<file path="config.mk">
export PLATFORM = sky130hd
export DESIGN_NAME = axi_rd_router
export DESIGN_NICKNAME = d
export VERILOG_FILES = /design/src/rtl/axi_ic_pkg.sv /design/src/rtl/axi_beat_checker.sv /design/src/rtl/axi_rd_router.sv
export SDC_FILE = /design/constraint.sdc
export NUM_CORES = 1
export LEC_CHECK = 0
export ABC_CLOCK_PERIOD_IN_PS = 2000
export CAP_MARGIN = 20
export CORE_AREA = 2 2 113 115
export CTS_CLUSTER_DIAMETER = 100
export DETAILED_ROUTE_END_ITERATION = 10
export DIE_AREA = 0 0 115 117
export PLACE_DENSITY_LB_ADDON = 0.12
export SKIP_CTS_REPAIR_TIMING = 1
export SYNTH_ARGS = -nofsm -noshare
export SYNTH_HDL_FRONTEND = slang
export SYNTH_HIERARCHICAL = 1
export SYNTH_SLANG_ARGS = --single-unit
</file>
<file path="constraint.sdc">
create_clock -name clk -period 2 [get_ports clk]
set_input_delay 0.3 -clock clk [delete_from_list [all_inputs] [get_ports clk]]
set_output_delay 0.3 -clock clk [all_outputs]
set_load 0.01 [all_outputs]
</file>
<file path="src/rtl/axi_ic_pkg.sv">
// ---------------------------------------------------------------------------
// axi_ic_pkg
// Shared definitions for the 2-slave AXI interconnect: read-router state
// encoding, the slave-1 address window size used by the decoder, AXI response
// and burst-type codes, and a saturating counter helper.
// ---------------------------------------------------------------------------
package axi_ic_pkg;

    // Read-router FSM states
    typedef enum logic [1:0] {
        RD_IDLE = 2'd0,
        RD_ADDR = 2'd1,
        RD_DATA = 2'd2
    } rd_state_e;

    // Slave 1 owns [0, S1_WIDTH); slave 2 owns the rest
    localparam logic [31:0] S1_WIDTH = 32'h8000_0000;

    // AXI response codes
    localparam logic [1:0] OKAY   = 2'b00;
    localparam logic [1:0] SLVERR = 2'b10;

    // AXI burst types
    localparam logic [1:0] BURST_FIXED = 2'b00;
    localparam logic [1:0] BURST_INCR  = 2'b01;
    localparam logic [1:0] BURST_WRAP  = 2'b10;

    // 8-bit increment that sticks at 255 instead of wrapping
    function automatic logic [7:0] sat_inc8(input logic [7:0] v);
        logic [7:0] r;
        if (v == 8'hFF) begin
            r = v;
        end else begin
            r = v + 8'd1;
        end
        return r;
    endfunction

endpackage

</file>
<file path="src/rtl/axi_beat_checker.sv">
// ---------------------------------------------------------------------------
// axi_beat_checker
// Counts data beats of one burst and raises a sticky protocol-error flag when
// the LAST marker does not line up with the requested burst length.
// Ports:
//   clk, rst      clock, synchronous active-high reset
//   i_clear       restart the beat count (new burst accepted)
//   i_beat        one data-beat handshake this cycle
//   i_last        LAST marker of that beat
//   i_len         burst length minus 1 of the burst in flight
//   o_proto_err   sticky: early LAST or missing LAST seen since reset
// ---------------------------------------------------------------------------
module axi_beat_checker
    import axi_ic_pkg::*;
(
    input  logic       clk,
    input  logic       rst,
    input  logic       i_clear,
    input  logic       i_beat,
    input  logic       i_last,
    input  logic [7:0] i_len,
    output logic       o_proto_err
);

    logic [7:0] r_count;
    logic       r_proto_err;
    logic       w_early_last;
    logic       w_missing_last;

    // r_count holds the index of the beat currently being transferred
    // Classify the current beat against the expected last index
    always_comb begin
        w_early_last   = 1'b0;
        w_missing_last = 1'b0;
        if (i_beat) begin
            w_early_last   = i_last & (r_count != i_len);
            w_missing_last = ~i_last & (r_count == i_len);
        end else begin
            w_early_last   = 1'b0;
            w_missing_last = 1'b0;
        end
    end

    // Beat counter (saturating) and sticky error flag
    always_ff @(posedge clk) begin
        if (rst) begin
            r_count     <= 8'd0;
            r_proto_err <= 1'b0;
        end else begin
            if (i_clear) begin
                r_count <= 8'd0;
            end else if (i_beat) begin
                r_count <= sat_inc8(r_count);
            end else begin
                r_count <= r_count;
            end
            if (w_early_last || w_missing_last) begin
                r_proto_err <= 1'b1;
            end else begin
                r_proto_err <= r_proto_err;
            end
        end
    end

    assign o_proto_err = r_proto_err;

endmodule

</file>
<file path="src/rtl/axi_rd_router.sv">
// ---------------------------------------------------------------------------
// axi_rd_router
// Read-channel router for the 2-slave AXI interconnect. Accepts one AR from
// the master together with the decoder's slave select and translated
// addresses, issues the AR to the selected slave, then passes that slave's
// R beats back to the master until RLAST. One transaction at a time.
// Ports:
//   clk, rst                 clock, synchronous active-high reset
//   m_ar*                    master AR channel (valid/ready/len/size/burst)
//   rd_slave1_sel            decoder: 1 = slave 1, 0 = slave 2
//   s1_rd_addr, s2_rd_addr   decoder: slave-local addresses
//   sN_ar*                   slave AR channels
//   sN_r*                    slave R channels
//   m_r*                     master R channel
//   proto_err                sticky burst-length violation flag
// ---------------------------------------------------------------------------
module axi_rd_router
    import axi_ic_pkg::*;
#(
    parameter int DATA_WIDTH = 32,
    parameter int ADDR_WIDTH = 32
) (
    input  logic                  clk,
    input  logic                  rst,
    // master AR
    input  logic                  m_arvalid,
    output logic                  m_arready,
    input  logic [7:0]            m_arlen,
    input  logic [2:0]            m_arsize,
    input  logic [1:0]            m_arburst,
    // decoder
    input  logic                  rd_slave1_sel,
    input  logic [ADDR_WIDTH-1:0] s1_rd_addr,
    input  logic [ADDR_WIDTH-1:0] s2_rd_addr,
    // slave 1
    output logic [ADDR_WIDTH-1:0] s1_araddr,
    output logic [7:0]            s1_arlen,
    output logic [2:0]            s1_arsize,
    output logic [1:0]            s1_arburst,
    output logic                  s1_arvalid,
    input  logic                  s1_arready,
    input  logic [DATA_WIDTH-1:0] s1_rdata,
    input  logic [1:0]            s1_rresp,
    input  logic                  s1_rlast,
    input  logic                  s1_rvalid,
    output logic                  s1_rready,
    // slave 2
    output logic [ADDR_WIDTH-1:0] s2_araddr,
    output logic [7:0]            s2_arlen,
    output logic [2:0]            s2_arsize,
    output logic [1:0]            s2_arburst,
    output logic                  s2_arvalid,
    input  logic                  s2_arready,
    input  logic [DATA_WIDTH-1:0] s2_rdata,
    input  logic [1:0]            s2_rresp,
    input  logic                  s2_rlast,
    input  logic                  s2_rvalid,
    output logic                  s2_rready,
    // master R
    output logic [DATA_WIDTH-1:0] m_rdata,
    output logic [1:0]            m_rresp,
    output logic                  m_rlast,
    output logic                  m_rvalid,
    input  logic                  m_rready,
    output logic                  proto_err
);

    rd_state_e             r_state;
    rd_state_e             w_next_state;
    logic                  r_sel;
    logic [ADDR_WIDTH-1:0] r_addr;
    logic [7:0]            r_len;
    logic [2:0]            r_size;
    logic [1:0]            r_burst;

    logic                  w_ar_hs;
    logic                  w_sel_arready;
    logic                  w_sel_rvalid;
    logic                  w_sel_rlast;
    logic                  w_beat;

    // Handshake and selected-slave qualifiers; r_sel picks the slave so that
    // decoder changes after acceptance cannot redirect the burst
    always_comb begin
        w_ar_hs       = (r_state == RD_IDLE) & m_arvalid;
        w_sel_arready = r_sel ? s1_arready : s2_arready;
        w_sel_rvalid  = r_sel ? s1_rvalid  : s2_rvalid;
        w_sel_rlast   = r_sel ? s1_rlast   : s2_rlast;
        w_beat        = (r_state == RD_DATA) & w_sel_rvalid & m_rready;
    end

    // FSM state register
    always_ff @(posedge clk) begin
        if (rst) begin
            r_state <= RD_IDLE;
        end else begin
            r_state <= w_next_state;
        end
    end

    // FSM next-state logic
    always_comb begin
        w_next_state = r_state;
        case (r_state)
            RD_IDLE: begin
                if (m_arvalid) begin
                    w_next_state = RD_ADDR;
                end else begin
                    w_next_state = RD_IDLE;
                end
            end
            RD_ADDR: begin
                if (w_sel_arready) begin
                    w_next_state = RD_DATA;
                end else begin
                    w_next_state = RD_ADDR;
                end
            end
            RD_DATA: begin
                if (w_beat && w_sel_rlast) begin
                    w_next_state = RD_IDLE;
                end else begin
                    w_next_state = RD_DATA;
                end
            end
            default: begin
                w_next_state = RD_IDLE;
            end
        endcase
    end

    // Capture the AR request and slave select when the master handshake occurs
    always_ff @(posedge clk) begin
        if (rst) begin
            r_sel   <= 1'b0;
            r_addr  <= '0;
            r_len   <= 8'd0;
            r_size  <= 3'd0;
            r_burst <= 2'd0;
        end else if (w_ar_hs) begin
            r_sel   <= rd_slave1_sel;
            r_addr  <= rd_slave1_sel ? s1_rd_addr : s2_rd_addr;
            r_len   <= m_arlen;
            r_size  <= m_arsize;
            r_burst <= m_arburst;
        end else begin
            r_sel   <= r_sel;
            r_addr  <= r_addr;
            r_len   <= r_len;
            r_size  <= r_size;
            r_burst <= r_burst;
        end
    end

    // Output steering: AR to the selected slave, R pass-through in DATA only
    always_comb begin
        m_arready  = 1'b0;
        s1_arvalid = 1'b0;
        s2_arvalid = 1'b0;
        s1_rready  = 1'b0;
        s2_rready  = 1'b0;
        m_rvalid   = 1'b0;
        m_rdata    = '0;
        m_rresp    = 2'b00;
        m_rlast    = 1'b0;
        s1_araddr  = '0;
        s1_arlen   = 8'd0;
        s1_arsize  = 3'd0;
        s1_arburst = 2'd0;
        s2_araddr  = '0;
        s2_arlen   = 8'd0;
        s2_arsize  = 3'd0;
        s2_arburst = 2'd0;
        // The unselected slave always sees all-zero AR fields
        if (r_sel) begin
            s1_araddr  = r_addr;
            s1_arlen   = r_len;
            s1_arsize  = r_size;
            s1_arburst = r_burst;
        end else begin
            s2_araddr  = r_addr;
            s2_arlen   = r_len;
            s2_arsize  = r_size;
            s2_arburst = r_burst;
        end
        case (r_state)
            RD_IDLE: begin
                m_arready = 1'b1;
            end
            RD_ADDR: begin
                if (r_sel) begin
                    s1_arvalid = 1'b1;
                end else begin
                    s2_arvalid = 1'b1;
                end
            end
            RD_DATA: begin
                if (r_sel) begin
                    m_rdata   = s1_rdata;
                    m_rresp   = s1_rresp;
                    m_rlast   = s1_rlast;
                    m_rvalid  = s1_rvalid;
                    s1_rready = m_rready;
                end else begin
                    m_rdata   = s2_rdata;
                    m_rresp   = s2_rresp;
                    m_rlast   = s2_rlast;
                    m_rvalid  = s2_rvalid;
                    s2_rready = m_rready;
                end
            end
            default: begin
                m_arready = 1'b0;
            end
        endcase
    end

    axi_beat_checker u_beat_checker (
        .clk         (clk),
        .rst         (rst),
        .i_clear     (w_ar_hs),
        .i_beat      (w_beat),
        .i_last      (w_sel_rlast),
        .i_len       (r_len),
        .o_proto_err (proto_err)
    );

endmodule

</file>
; ---- After elaboration in Yosys (flattened, before gate mapping)
; Index checks and enable logic that the tools add are counted.
[classes]
n_eq_ne = 5
bitwise = 7
n_reduce_logical = 5
add_sub_neg = 1
n_mux = 33
[ops]
columns = operator, count
row1 = 32-bit 2-to-1 mux, 5
row2 = 1-bit 2-to-1 mux, 17
row3 = 8-bit 2-to-1 mux, 2
row4 = 2-bit 2-to-1 mux, 6
row5 = "8-bit by 1-bit adder with 8-bit output, second input constant", 1
row6 = 8-bit == test, 1
row7 = "8-bit == test, second input constant", 1
row8 = 8-bit != test, 1
row9 = 3-bit 2-to-1 mux, 2
row10 = 2-bit one-hot mux with 3 select lines, 1
row11 = 1-bit bitwise AND, 5
row12 = "2-bit by 1-bit == test with 1-bit output, second input constant", 1
row13 = "2-bit == test, second input constant", 1
row14 = 2-bit zero test, 1
row15 = 1-bit NOT, 2
row16 = 2-bit AND reduction, 1
row17 = 2-bit OR reduction, 1
row18 = 1-bit logical AND, 1
row19 = 1-bit logical OR, 1
[word_totals]
elab_cells = 59
output_inout_bits = 132
ff_bits = 57

; ---- Logic depth before layout (Yosys ltp)
[depth]
word_depth = 6
mapped_depth = 9
depth_no_buf = 6

; ---- By module
; Netlist, hierarchy kept.
[modules_own_cells]
columns = module, n_inst, area_per_inst_um2, cells_each
row1 = axi_rd_router, 1, 3384.5, 405
row2 = axi_beat_checker, 1, 546.8, 63

; ---- Least setup slack after synthesis
; Ideal clock, no wire load.
[synth_path]
path_type = reg2reg
startpoint = reg r_state[0]
endpoint = reg u_beat_checker.r_count[5]
required_time_ns = 1.872
path_stages_with_launch = 10
path_buffers = 4
t_arrival_ns = 1.653
slack_ns = 0.220
setup_ns = 0.128
cell_sequence = dfxtp_1 > buf_6 > or3b_1 > buf_6 > clkinv_4 > buf_4 > or2_2 > clkbuf_1 > o21bai_1 > a31oi_1
[synth_lines]
columns = item, line
row1 = start: declaration, axi_rd_router.sv:68  ; rd_state_e r_state;
row2 = start signal: assignment, axi_rd_router.sv:97  ; r_state <= w_next_state;
row3 = 2-bit zero test, axi_rd_router.sv:85  ; w_ar_hs = (r_state == RD_IDLE) & m_arvalid;
row4 = 1-bit bitwise AND, axi_rd_router.sv:85
row5 = net w_ar_hs, axi_rd_router.sv:76  ; logic w_ar_hs;
row6 = 2-bit OR reduction (no line), --
row7 = end signal: assignment, axi_beat_checker.sv:53  ; r_count <= sat_inc8(r_count);
row8 = end signal: assignment, axi_beat_checker.sv:55  ; r_count <= r_count;
row9 = end: declaration, axi_beat_checker.sv:25  ; logic [7:0] r_count;
; The timed path passes the listed nets, and every way through them passes these cells.
; A chain may end at the register's enable or synchronous reset.

; ---- Final worst setup path
[layout_path]
startpoint = reg r_sel
endpoint = out m_rresp[0]
[layout_via]
elab_chain_len = 2
[layout_lines]
columns = item, line
row1 = start: declaration, axi_rd_router.sv:70  ; logic r_sel;
row2 = start signal: assignment, axi_rd_router.sv:141  ; r_sel <= rd_slave1_sel;
row3 = start signal: assignment, axi_rd_router.sv:147  ; r_sel <= r_sel;
row4 = 2-bit 2-to-1 mux, axi_rd_router.sv:198  ; if (r_sel) begin
row5 = 2-bit 2-to-1 mux, axi_rd_router.sv:186  ; case (r_state)
row6 = end: declaration, axi_rd_router.sv:61  ; output logic [1:0] m_rresp,
; No other way between the ends.

==> summary.md <==
| Metric | Value |
|---|---|
| Status | `finished with violations` |
| Failing checks | `setup timing` |
| Depth of the CTS H-tree | `3` |
| Post-DRT Antenna Nets | `0` |
| Worst Path Required | `roughly 1.7 ns` |
| Largest area contributor in the netlist | `dfxtp_1` |
| Vias in the first global route | `approximately 4000` |
| EDFF count, synth | `0` |
| Synth top area share | `29.0%` |
| Max Freq | `a little under 0.5 GHz` |
| Top post-synthesis cells by area | `dfxtp_1 29%, mux2i_1 18%, a211oi_2 10%, nor2_1 7.6%, nor2b_1 7.5%` |
| RSZ-0062 raised after global routing | `yes` |
| Via count of the routed design | `between 4000 and 5000` |
| Die width | `115 um` |
| Crit path cell chain | `buf_6, mux2i_2, nor2_1, clkdlybuf4s50_1` |
| Post-Place Setup Slack | `about 0.13 ns` |
| Area delta synth->final | `90.7%` |
| CTS tree | `yes` |
| Area of the multi-input gates | `around 0.0025 mm2` |
| # fillers | `1078` |
| Startpoint types | `flop` |
| Dpl hpwl | `11000 um` |
| Initial antenna violation count | `0` |
| Post-route cell area | `~0.0075 mm2` |
| Clk buf depth | `2` |
| I/O Pins | `288` |
| Area after DPL | `0.00697 mm2` |
| Clock latency at the later pin of the worst-skew pair | `0.32 ns` |
| Worst Tran Pin Value | `0.579 ns` |
| Core area | `approximately 0.012 mm2` |
| Die Area | `roughly 0.013 mm2` |
| Post-synthesis register bit count | `57` |
| Root Driver | `clkbuf_16` |
| Clock slew at reported path FFs | `about 0.05 ns` |
| Post-synth top flop | `dfxtp_1` |
| Worst clock skew | `approximately 0.0095 ns` |
| Worst hold path type | `reg -> reg` |
| Mapped Cells | `between 400 and 500` |
| Critical path type | `reg -> out` |
| Share of cells above drive strength 1 | `10.7%` |
| Post-layout min period | `2.02 ns` |
| Setup Viol. Count Final | `1` |
| CP max FO | `13` |
| GPL Wtd Cong | `between 0.8 and 0.9` |
| Setup TNS | `-0.0241 ns` |
| # rows | `41` |
| Max-Cap Viols | `0` |
| Drt initial violations | `around 140` |
| Critical path's slowest cell | `clkdlybuf4s50_1` |
| Reg area | `around 0.0011 mm2` |
| DRC viols | `0` |
| Avg Cell Area, Syn | `8.40 um2` |
| FFs w/ async S/R, synth | `0%` |
| Final WS setup | `-0.0241 ns` |
| Fin. max-slew vios | `0` |
| Drt first pass iters | `4` |
| Total GRT Usage | `18.8%` |
| Fin. Hold Viols | `0` |
| Global-route wire length before repair | `around 20000 um` |
| Diode count | `0` |
| Ys Warns | `6` |
| Die Height | `between 100 and 150 um` |
| Nature of the critical path endpoint | `output pin` |
| Routed len/inst | `~16 um` |
| Crit share post-route | `101%` |
| Initial Util | `31.9%` |
| Synthesized cell area | `~0.0039 mm2` |
| Net Count, Synth | `between 600 and 700` |
| Yosys cell types | `36` |
| Largest net degree at the start of global routing | `56` |
| CP Data Arrival Time | `roughly 1.7 ns` |
| GR Overflow Total | `0` |
| Cts bufs inserted | `9` |
| Vias per cell | `between 4 and 5` |
| Nets | `between 900 and 1000` |
| Max rail drop VDD | `about 0.52 mV` |
| Routed WL | `14100 um` |
| PwrDens | `approximately 550 mW/mm2` |
| Layout Cells excl Fill | `around 900` |
| Sequential area share after synthesis | `29.0%` |
| Placed cell count | `880` |
| Sink Count | `57` |
| Worst path max stage delay | `about 0.47 ns` |
| Rel. slew slack | `between 60% and 70%` |
| IO buf count | `roughly 290` |
| P_leak | `around 4 nW` |
-- synthesized netlist by cell type (2+ instances only) --
library cell  count
buf_6            10
nand2_1          30
nor3_1            4
a21oi_1          18
a211oi_1          3
nor2b_1          47
xnor2_1           2
clkbuf_1         19
a211oi_2         32
nor4_2            2
a31oi_1           2
nor2_1           80
nand4_1           3
nor3b_1           2
buf_4             2
and2_1           45
buf_2            11
nand3_1           4
mux2i_1          71
dfxtp_1          57
xor2_1            9
-- cells in the final DEF (no fill, tap or decap), types with 2 or more instances in the layout --
cell,Yosys,final
clkdlybuf4s50_1,0,219
nor2_1,80,80
mux2i_1,71,67
dlymetal6s2s_1,0,66
dfxtp_1,57,54
nor2b_1,47,47
and2_1,45,45
a211oi_2,32,32
nand2_1,30,30
a21oi_1,18,18
clkbuf_16,0,10
buf_12,0,9
xor2_1,9,9
buf_4,2,8
mux2i_2,0,4
nor3_1,4,4
nand3_1,4,4
buf_6,10,3
nand4_1,3,3
a211oi_1,3,3
nor3b_1,2,2
clkinvlp_4,0,2
clkbuf_1,19,2
buf_2,11,2
dfxtp_2,0,2
nor4_2,2,2
a31oi_1,2,2
xnor2_1,2,2
-- registers in the layout, summed over array words and instances, names as in the netlist --
| signal | cells |
|---|---|
| r_len | 8 |
| u_beat_checker/r_count | 8 |
| u_beat_checker/o_proto_err | 1 |
| r_burst | 2 |
| r_state | 2 |
| r_sel | 1 |
| r_addr | 32 |
| r_size | 3 |
-- path summary, 6_finish.rpt --
| path | start | to | slack [ns] | depth (start not counted) |
|---|---|---|---|---|
| max | r_sel | m_rresp[0] | -0.02 | 4 |
| min | r_burst[1] | r_burst[1] | 0.47 | 2 |
| max reg2reg | r_sel | u_beat_checker/o_proto_err | 0.25 | 6 |
| min reg2reg | r_burst[1] | r_burst[1] | 0.47 | 2 |
-- routing by layer --
metal  track usage, %  part of all wire (%)  vias to the layer above
met2             33.9                    50                      165
met3             4.17                   6.9                       18
met5                0                     0                        -
met1             21.8                    41                     1937
li1                 -                     -                     2128
met4             6.91                   2.0                        0
-- power by group --
part | total (mW) | internal, mW | switching, mW
sequential | 1.30 | 1.23 | 0.0740
combinational | 1.27 | 0.763 | 0.511
clock | 1.55 | 1.04 | 0.517
total | 4.13 | 3.03 | 1.10
-- area by class of cell --
class,instances,area share (%)
sequential,57,15.3
tap,150,2.50
multi-input combinational,367,33.9
inverter,2,0.167
clock inverter,4,0.668
timing repair buffer,307,44.0
clock buffer,12,3.44
-- cell families (layout without fill, tap and decap cells) --
logic type | count (synthesis) | after routing | synth area share (%)
flip-flops | 57 | 57 | 29.0
adder cells (fa/ha/maj) | 1 | 1 | 0.318
buffers and inverters | 44 | 325 | 6.78
XOR/XNOR | 11 | 11 | 2.45
AO/OA/AOI/OAI | 59 | 59 | 14.1
multiplexers | 71 | 71 | 18.1
AND/OR/NAND/NOR | 225 | 225 | 29.2
-- per-stage QoR --
stage | utilization (%) | power [mW] | hold slack (ns)
finish | 60.9 | 4.13 | 0.466
CTS | 59.1 | 4.18 | 0.460
global placement | 56.6 | 2.57 | 0.450
detailed placement | 56.6 | 2.60 | 0.459
global route | 60.9 | 4.35 | 0.491
floorplan | - | 1.90 | 0.436
-- critical path: cells and delay by family (launching register included) --
| kind | cells | cell delay [ns] |
|---|---|---|
| mux | 1 | 0.24 |
| buf+inv | 2 | 0.66 |
| simple gates | 1 | 0.06 |
| flops | 1 | 0.45 |
(Power assumes the default switching activity.)
